**src/rtl/hptdc_readout_ctrl.sv**
```systemverilog
// hptdc_readout_ctrl
//   Event readout sequencer for an HPTDC: triggers the TDC, acknowledges each
//   data word, forwards words to a downstream FIFO and reports per-event word
//   count and timeout/overflow status.
//   Build option: define HPTDC_TYPE_FILTER_EN to drop words whose type is
//   neither measurement (010x) nor trailer (0011); otherwise such words are
//   forwarded uncounted.
//   Reset: rst is asynchronous and active-low.
module hptdc_readout_ctrl #(
   parameter int TIMEOUT_CYCLES = 1000,
   parameter int MAX_WORDS      = 256
) (
   input  logic        clk,
   input  logic        rst,
   input  logic        start,
   input  logic        hptdc_data_ready,
   input  logic [31:0] hptdc_data,
   input  logic        fifo_full,
   output logic        hptdc_trigger,
   output logic        hptdc_get_data,
   output logic        fifo_wr_en,
   output logic [31:0] fifo_wr_data,
   output logic        busy,
   output logic        event_done,
   output logic [8:0]  word_count,
   output logic        timeout_err,
   output logic        overflow_err
);

   // timer counts 0..TIMEOUT_CYCLES-1; the last value marks the final WAIT cycle
   localparam int TW = (TIMEOUT_CYCLES > 2) ? $clog2(TIMEOUT_CYCLES) : 1;
   localparam logic [TW-1:0] TIMER_LAST = TW'(TIMEOUT_CYCLES - 1);
   localparam logic [9:0]    MAX_W      = 10'(MAX_WORDS);

   typedef enum logic [2:0] {
      IDLE,
      TRIG,
      WAIT,
      GET,
      PUSH,
      DONE
   } state_t;

   state_t          state;
   state_t          state_nxt;
   logic [TW-1:0]   timer;
   logic [31:0]     holding;
   logic            push_q;
   logic            meas_q;
   logic            trailer_q;

   logic [3:0]      in_type;
   logic            in_meas;
   logic            in_trailer;
   logic            in_push;
   logic            cnt_ok;
   logic            timer_last;

   assign in_type    = hptdc_data[31:28];
   assign in_meas    = (in_type[3:1] == 3'b010);
   assign in_trailer = (in_type == 4'b0011);
   assign cnt_ok     = ({1'b0, word_count} < MAX_W);
   assign timer_last = (timer == TIMER_LAST);

   // Push decision is made while the word is captured in GET, so PUSH only
   // decodes registered state and fifo_wr_en stays glitch-free.
   always_comb begin
      in_push = 1'b0;
      if (in_meas) begin
         in_push = cnt_ok;
      end else if (in_trailer) begin
         in_push = 1'b1;
      end else begin
`ifdef HPTDC_TYPE_FILTER_EN
         in_push = 1'b0;
`else
         in_push = 1'b1;
`endif
      end
   end

   // State register
   always_ff @(posedge clk or negedge rst) begin
      if (!rst) begin
         state <= IDLE;
      end else begin
         state <= state_nxt;
      end
   end

   // Next-state logic and state-decoded outputs
   always_comb begin
      state_nxt      = state;
      hptdc_trigger  = 1'b0;
      hptdc_get_data = 1'b0;
      fifo_wr_en     = 1'b0;
      event_done     = 1'b0;
      busy           = 1'b1;
      case (state)
         IDLE: begin
            busy = 1'b0;
            if (start) state_nxt = TRIG;
         end
         TRIG: begin
            hptdc_trigger = 1'b1;
            state_nxt     = WAIT;
         end
         WAIT: begin
            if (!fifo_full) begin
               if (hptdc_data_ready)  state_nxt = GET;
               else if (timer_last)   state_nxt = DONE;
            end
         end
         GET: begin
            hptdc_get_data = 1'b1;
            state_nxt      = PUSH;
         end
         PUSH: begin
            fifo_wr_en = push_q;
            state_nxt  = trailer_q ? DONE : WAIT;
         end
         DONE: begin
            event_done = 1'b1;
            state_nxt  = IDLE;
         end
         default: begin
            busy      = 1'b0;
            state_nxt = IDLE;
         end
      endcase
   end

   assign fifo_wr_data = holding;

   // Datapath: timer, holding register, word count and error flags
   always_ff @(posedge clk or negedge rst) begin
      if (!rst) begin
         timer        <= '0;
         holding      <= '0;
         push_q       <= 1'b0;
         meas_q       <= 1'b0;
         trailer_q    <= 1'b0;
         word_count   <= '0;
         timeout_err  <= 1'b0;
         overflow_err <= 1'b0;
      end else begin
         case (state)
            TRIG: begin
               timer        <= '0;
               word_count   <= '0;
               timeout_err  <= 1'b0;
               overflow_err <= 1'b0;
            end
            WAIT: begin
               if (!fifo_full && !hptdc_data_ready) begin
                  if (timer_last) timeout_err <= 1'b1;
                  else            timer       <= timer + 1'b1;
               end
            end
            GET: begin
               holding   <= hptdc_data;
               timer     <= '0;
               push_q    <= in_push;
               meas_q    <= in_meas;
               trailer_q <= in_trailer;
            end
            PUSH: begin
               if (meas_q) begin
                  if (push_q) word_count   <= word_count + 9'd1;
                  else        overflow_err <= 1'b1;
               end
            end
            default: begin
            end
         endcase
      end
   end

endmodule
```
**config.mk**
```make
export PLATFORM = sky130hd
export DESIGN_NAME = hptdc_readout_ctrl
export DESIGN_NICKNAME = d
export VERILOG_FILES = /design/src/rtl/hptdc_readout_ctrl.sv
export SDC_FILE = /design/constraint.sdc
export NUM_CORES = 1
export LEC_CHECK = 0
export BUFFER_PORTS_ARGS = -buffer_cell sky130_fd_sc_hd__clkbuf_2
export CORE_ASPECT_RATIO = 0.75
export CORE_MARGIN = 8
export CORE_UTILIZATION = 44
export DETAILED_ROUTE_END_ITERATION = 16
export PLACE_DENSITY = 0.81
export SYNTH_ARGS = -nofsm -noshare
export SYNTH_HDL_FRONTEND = slang
export SYNTH_SLANG_ARGS = --single-unit
```
**constraint.sdc**
```tcl
create_clock -name clk -period 1.7 [get_ports clk]
set_input_delay 0.085 -clock clk [delete_from_list [all_inputs] [get_ports clk]]
set_output_delay 0.085 -clock clk [all_outputs]
set_load 0.05 [all_outputs]
```
# Word-level counts from Yosys, hierarchy flattened
# Cells that the tools add are included.
# word_totals
register_bits	59
in_bits	37
output_inout_bits	48
# op_classes
n_addsub	2
magnitude_cmp	1
eq_ne	17
mux	24
reduce_logical	14
# ops
operator	count
2-to-1 mux 10 bit	2
case mux 10 bit (2 select lines)	1
2-to-1 mux 9 bit	2
case mux 9 bit (2 select lines)	1
inequality test 2 bit (second input constant)	8
2-to-1 mux 3 bit	5
case mux 3 bit (5 select lines)	1
AND reduction 3 bit	5
adder 10 x 1 -> 10 bit (second input constant)	1
equality test 10 bit (second input constant)	1
2-to-1 mux 1 bit	10
adder 9 x 1 -> 9 bit (second input constant)	1
equality test 3 x 2 -> 1 bit (second input constant)	3
< comparator 9 bit (second input constant)	1
equality test 3 bit (second input constant)	2
nonzero test 2 bit	3
OR reduction 5 bit	1
equality test 4 x 2 -> 1 bit (second input constant)	1
case mux 1 bit (2 select lines)	2
equality test 3 x 1 -> 1 bit (second input constant)	1
logical NOT 3 bit	1
inequality test 3 bit (second input constant)	1
logical NOT 1 bit	2
OR reduction 2 bit	1
logical AND 1 bit	1

# Depth between registers and ports, before layout
# Gate-level depths: netlist of the first run.
# depth
depth_word	5
depth_mapped	8
mapped_depth_nobuf	5

# Worst setup path before layout of the first run
# OpenSTA, ideal clock, no wires.
# synth_path
path_type	flip-flop to flip-flop
from	register state[1]
to	register word_count[1]
arrival_ps	1854
required_ps	1578
path_slack_ps	-276
stages_incl_launch_ff	5
n_path_buf	1
synth_period_minus_slack_ps	1976
path_cell_list	dfrtp_1 buf_2 nor3b_2 inv_1 a32o_1
# synth_between
elab_chain_cells	3
# synth_rtl
element	line_no	text
start, declared	44	state_t state;
start signal, assigned	87	state <= state_nxt;
equality test 3 bit / equality test 3 x 1 -> 1 bit (equally long branches)	147	case (state)
inequality test 2 bit (no line) / nonzero test 2 bit (equally long branches)	n/a	
AND reduction 3 bit (no line)	n/a	
end signal, assigned	169	if (push_q) word_count <= word_count + 9'd1;
end, declared	25	output logic [8:0] word_count,
# Several ways; a longest one is shown, not always the timed one.
# A chain may end at the register's enable or synchronous reset.

# Final worst setup path of the first run
# layout_path
from	register state[2]
to	register timer[9]
# layout_between
elab_chain_cells	4
# layout_rtl
element	line_no	text
equality test 3 x 2 -> 1 bit / equality test 3 x 1 -> 1 bit (equally long branches)	147	
OR reduction 2 bit (no line)	n/a	
nonzero test 2 bit (no line)	n/a	
AND reduction 3 bit (no line)	n/a	
end signal, assigned	157	else timer <= timer + 1'b1;
end, declared	46	logic [TW-1:0] timer;
# Several ways; a longest one is shown, not always the timed one.

==> results of run 1 <==
[registers in the layout (all words and copies together), names as in the netlist]
signal,flops
fifo_wr_data,32
push_q,1
meas_q,1
timeout_err,1
timer,10
trailer_q,1
overflow_err,1
word_count,9
state,3
[timing repair]
| item | CTS | global route |
|---|---|---|
| hold buffers | 32 | 0 |
| hold endpoints to repair | 90 | 0 |
| endpoints found under the setup margin | 6 | 17 |
| buffers inserted | 2 | 5 |
| pin swaps | 2 | 2 |
| gates cloned | 0 | 1 |
| gates resized for setup | 9 | 15 |
[stage by stage]
stage	hold WS [ps]	cell area, µm²	util (%)	std cells	TNS [ps]
CTS	5.07	4040	65.0	465	0
finish	42.5	4170	66.9	473	0
detailed placement	120	3480	55.9	416	0
floorplan	-211	2810	-	244	-0.960
global placement	119	3480	55.9	416	0
global route	28.8	4170	66.9	473	-69.0
[power by group through the flow]
stage | combinational, mW | clock (mW) | sequential (mW)
6_report | 3.97 | 1.30 | 2.22
4_1_cts | 3.79 | 1.35 | 2.19
3_5_place_dp | 3.67 | 0 | 2.20
3_3_place_gp | 3.61 | 0 | 2.16
2_1_floorplan | 1.28 | 0 | 3.51
5_1_grt | 4.16 | 1.40 | 2.27
[final cells by class]
cell class / count / area share [%]
flip-flops and latches: 59 / 35.6
multi-input cells: 164 / 31.3
repair buffers: 147 / 25.3
clock buffers: 11 / 3.63
well taps: 81 / 2.43
clock inverters: 4 / 1.20
inverters: 5 / 0.511
diodes: 2 / 0.120
[layout by cell type (no fill, tap or decap), drive strengths merged, types with 3 or more instances in the layout]
master / synthesis / routed
nand2: 18 / 18
nor2: 20 / 20
mux2i: 5 / 5
nand3: 8 / 8
nand4: 3 / 3
nor3b: 3 / 3
inv: 5 / 5
nor3: 3 / 3
o21ai: 8 / 8
clkbuf: 5 / 92
nand2b: 3 / 3
o211ai: 3 / 3
dlygate4sd3: 0 / 32
dfrtp: 59 / 59
a21oi: 8 / 8
mux2: 32 / 32
o31ai: 4 / 4
o21a: 3 / 3
buf: 11 / 34
xnor2: 4 / 4
[layer usage]
metal	vias to the layer above	global-route usage, %	part of all wire (%)
li1	1176	-	-
met1	1246	22.9	42
met2	116	27.7	46
met3	11	10.4	11
met4	0	5.40	1.1
met5	-	0	0
[cell families (layout without fill, tap and decap cells)]
| kind of cell | count (synthesis) | count (layout) |
|---|---|---|
| buffers and inverters | 21 | 167 |
| AO/OA/AOI/OAI | 43 | 43 |
| AND/OR/NAND/NOR | 77 | 77 |
| multiplexers | 37 | 37 |
| adder cells (fa/ha/maj) | 2 | 2 |
| flip-flops | 59 | 59 |
| XOR/XNOR | 5 | 5 |
| other | 0 | 2 |
[worst max-delay path by stage]
| stage | start | depth (start not counted) | to |
|---|---|---|---|
| 2_1_floorplan | state[1] | 4 | word_count[1] |
| 3_3_place_gp | state[2] | 4 | timer[5] |
| 3_5_place_dp | state[0] | 5 | timer[3] |
| 4_1_cts | timer[1] | 5 | timer[8] |
| 5_1_grt | state[2] | 4 | timer[9] |
| 6_report | state[2] | 4 | timer[9] |
==> impl_metrics.toml, run 1 <==
[hold_path]
hp-class = "in -> reg"
hold_start = "hptdc_data[31]"
holdPathStages = 2
hold_end = "fifo_wr_data[31]"

[cells_and_area]
drive_gt1_share_pct = 48.2
multiInputGateArea_mm2 = 0.00130
area.sequential_mm2 = 0.00148
fillers = 427
nets = 425
syn_to_final_growth_pct = 49.1

[critical_path]
path_cells = "or4b_4 > nor3b_4 > a21oi_1 > a31o_1"
worst-setup-path-type = "reg -> reg"
endpoint_kind = "register"
cp-start-kind = "register"
required_ps = 1920
slowest_delay_ps = 590
rr_endpoint = "timer[9]"
crit_fanout = 5
reg2reg_slack_ps = 30
cp_slowest_cell = "or4b_4"
r2r_cells = 4
crit_family = "simple AND/OR/NAND/NOR gates"
timing.rr.start = "state[2]"
cp.arrival_ps = 1900
critPathBufInv = 0

[detailed_routing]
vias_per_cell = 5.39
post_drt_wl_per_cell_um = 18.2
vias = 2549
wirelength_um = 8610
first_pass_iters = 5
first_iter_violations = 147
drtAntennaViolNets = 0
remaining_drc_errors = 0

[pwr]
p_per_area_mw_per_mm2 = 1800
vdd.ir_drop.worst_v = 0.00151
pwr-share-clk_pct = 17.4
swShare_pct = 47.2
power.switching_mw = 3.54
p_seq_share_pct = 29.6
comb_power_share_pct = 53.0
finalPower_mw = 7.50
leakagePower_nw = 1.91
p_int_mw = 3.96

[synth]
synth_xor_area_share_pct = 1.57
synthArstFlopShare_pct = 100
ys_seq_area_share_pct = 52.8
synth.top_cells.by_area = "dfrtp_1 53%, mux2_2 12%, nor2_1 2.7%"
synth_top_area_cell = "dfrtp_1"
muxShareOfSynthArea_pct = 14.7
syn_nets = 283
synth_cell_types = 57
netlist_area_mm2 = 0.00280
synth_top_family_by_area = "simple AND/OR/NAND/NOR gates"
synthAdderAreaFrac_pct = 0.895
ys_top_cells_by_count = "59 x dfrtp_1, 31 x mux2_2, 20 x nor2_1"
postSynthRegisterBits = 59
synth_edf_count = 0
syn_avg_cell_area_um2 = 11.5
synth_compound_area_share_pct = 10.7
postSynthCellCount = 244
post-synth-top-area-fraction_pct = 52.8
ys.flop_type = "dfrtp_1"
synthSimpleGateAreaFrac_pct = 15.9
yosysMostFrequentCell = "dfrtp_1"
yosysWarnings = 0

[place]
gp_congestion = 0.912
io_buffers = 84
dp.final_hpwl_um = 5490
place_ws_ps = 6.90

[grt]
grt_pass1_wl_um = 13600
antenna_found_initial = 2
grt_pass1_vias = 2620
grt_usage_pct = 18.8
grt_max_degree = 60
overflow = 0

[timing]
finalCritPeriodShare_pct = 98.5
setup_slack_ps = 26.3
finalClockSkew_ps = 7.75
slew_viol_final = 0
rsz0062_at_grt = "yes"
fmax_ghz = 0.597
post-route-min-period_ps = 1670
setup_violations = 0
hold_viol = 0
timing.max_slew.rel_slack_pct = 78.7
tightest_slew_ps = 319

[clock_network]
tritoncts = "done"
clk_pin_slew_ps = 70
clock_latency_ps = 340
cts.path.max_buffers = 2
cts_buffers = 9
clock_sinks = 59
cts.htree.levels = 3
root_buffer = "clkbuf_8"

[die]
dieHeight_um = 85.0
die_w_um = 108
fp-row-count = 25
core-area_mm2 = 0.00622
start_util_pct = 44.9
dieArea_mm2 = 0.00919
ios = 85

[outcome]
status = "complete, no violations"

[flow_run]
cap_violations = 0
Power figures use the tool's default switching activity.
==> run 2: changes to the inputs <==
Settings changed: CORE_ASPECT_RATIO 0.75 to 1.2, CTS_CLUSTER_SIZE set to 40.
==> run 2 against run 1 <==
Effect of this change: the run now ends with setup timing left; design area rose by 3.1%; critical path depth increased by 1; count of clock-buffer cells in the layout down 1; clock skew is 7.8 ps higher; critical endpoint is now timer[3]; highest routed layer unchanged; via count rose by 4.5%; combinational power up 3%; die area shrank 0.17%; worst hold slack worse by 14 ps.
==> impl_metrics.toml, run 2 (synthesis gave the netlist of run 1 again) <==
[pwr]
p_per_area_mw_per_mm2 = 1770
vdd.ir_drop.worst_v = 0.00181
p_seq_share_pct = 28.9
comb_power_share_pct = 53.8
finalPower_mw = 7.62
pwr-share-clk_pct = 17.3
swShare_pct = 47.7
p_int_mw = 3.98
leakagePower_nw = 1.97
power.switching_mw = 3.64

[cells_and_area]
final_common_cell = "clkbuf_2"
largest_reg_flops = 32
fillers = 414
syn_to_final_growth_pct = 53.7
n_antenna_cell = 0
finish.utilization_pct = 68.4
final_cell_mix = "81 x clkbuf_2, 57 x dfrtp_1, 33 x buf_4, 31 x mux2_2, 31 x dlygate4sd3_1"
nets = 435
area.sequential_mm2 = 0.00148
drive_gt1_share_pct = 51.9
multiInputGateArea_mm2 = 0.00134

[critical_path]
crit_fanout = 5
cp-start-kind = "register"
timing.rr.start = "state[2]"
required_ps = 1970
endpoint_kind = "register"
cp.arrival_ps = 2080
r2r_cells = 5
reg2reg_slack_ps = -110
worst-setup-path-type = "reg -> reg"
rr_endpoint = "timer[3]"

[timing]
finalClockSkew_ps = 15.5
post-route-min-period_ps = 1810
timing.max_slew.rel_slack_pct = 69.1
tightest_slew_ps = 464
fmax_ghz = 0.553
slew_viol_final = 0
whs_ps = 28.3
finalCritPeriodShare_pct = 106
hold_viol = 0
setup_slack_ps = -109
setup_violations = 7
rsz0062_at_grt = "yes"

[place]
io_buffers = 84
gp_congestion = 0.862
dp.final_hpwl_um = 5570

[hold_path]
hold_end = "fifo_wr_data[29]"
hp-class = "in -> reg"
hold_start = "hptdc_data[29]"
holdPathStages = 2

[clock_network]
clock_sinks = 59
cts.htree.levels = 3
cts.path.max_buffers = 2
clock_latency_ps = 340
cts_buffers = 9
clk_pin_slew_ps = 80
tritoncts = "done"
root_buffer = "clkbuf_8"

[die]
fp-row-count = 32
dieHeight_um = 103
core-area_mm2 = 0.00629
start_util_pct = 44.5
dieArea_mm2 = 0.00917
ios = 85
die_w_um = 88.8

[grt]
grt_pass1_wl_um = 14100
antenna_found_initial = 0
grt_pass1_vias = 2787
grt_usage_pct = 20.3
grt_max_degree = 38
overflow = 0

[detailed_routing]
wirelength_um = 9490
post_drt_wl_per_cell_um = 19.5
vias = 2663
first_iter_violations = 311
drtAntennaViolNets = 0
first_pass_iters = 5
remaining_drc_errors = 0
vias_per_cell = 5.48

[flow_run]
cap_violations = 0

[outcome]
status = "finished with violations"
violations = "setup timing"
[run 2: cell types whose count changed in the layout (fill, tap and decap cells not counted), moves of 3 or more]
cell	before	now
a21oi_1	6	3
a21oi_2	2	5
buf_4	28	33
buf_6	1	6
[run 2: routing by layer]
| layer | vias to the layer above | share of wire (%) | track usage [%] | routed length, µm |
|---|---|---|---|---|
| li1 | 1200 | - | - | - |
| met1 | 1307 | 36 | 22.2 | 3410 |
| met2 | 126 | 54 | 34.7 | 5090 |
| met3 | 30 | 7.0 | 6.17 | 663 |
| met4 | 0 | 3.4 | 9.78 | 322 |
| met5 | - | 0 | 0 | 0 |
[run 2: timing repair]
| action | in CTS | in global routing |
|---|---|---|
| hold buffers | 30 | 1 |
| gates resized for setup | 13 | 22 |
| setup buffers | 4 | 5 |
| pin swaps | 5 | 9 |
| endpoints found under the setup margin | 5 | 17 |
| hold endpoints to repair | 43 | 1 |
[run 2: how the worst max path moves through the flow]
stage	from	to	slack [ps]	cells after the start
2_1_floorplan	state[1]	word_count[1]	-1	4
3_3_place_gp	state[2]	timer[5]	90	4
3_5_place_dp	state[2]	timer[3]	-20	5
4_1_cts	state[0]	fifo_wr_en	-40	6
5_1_grt	state[2]	timer[3]	-160	5
6_report	state[2]	timer[3]	-110	5
[run 2: power groups by stage]
stage / Sequential [mW] / Combinational (mW) / Clock (mW)
final: 2.20 / 4.10 / 1.32
after global routing: 2.24 / 4.27 / 1.39
after CTS: 2.15 / 3.92 / 1.32
after detailed placement: 2.17 / 3.75 / 0
after global placement: 2.13 / 3.69 / 0
after floorplan: 3.51 / 1.28 / 0
[run 2: metrics by stage]
step / std cells / setup slack [ps] / instance area [µm²] / setup TNS, ps
after floorplan: 244 / -0.960 / 2810 / -0.960
after global placement: 431 / 87.4 / 3580 / 0
after detailed placement: 431 / -19.4 / 3580 / -19.4
after CTS: 481 / -43.0 / 4170 / -140
after global routing: 486 / -158 / 4300 / -1350
final: 486 / -109 / 4300 / -386
[run 2: cell type report]
class	instances	area share, %
Timing Repair Buffer	157	26.7
Clock inverter	6	1.51
Multi-Input combinational cell	164	31.3
Sequential cell	59	34.4
Tap cell	85	2.48
Inverter	5	0.437
Clock buffer	10	3.20
[run 2: critical path, stage by stage (launching register included)]
cell and delay [ps]:
dfrtp_1 420, buf_4 160, nor4b_4 320, nand2b_1 200, or4_4 470, a21oi_2 160
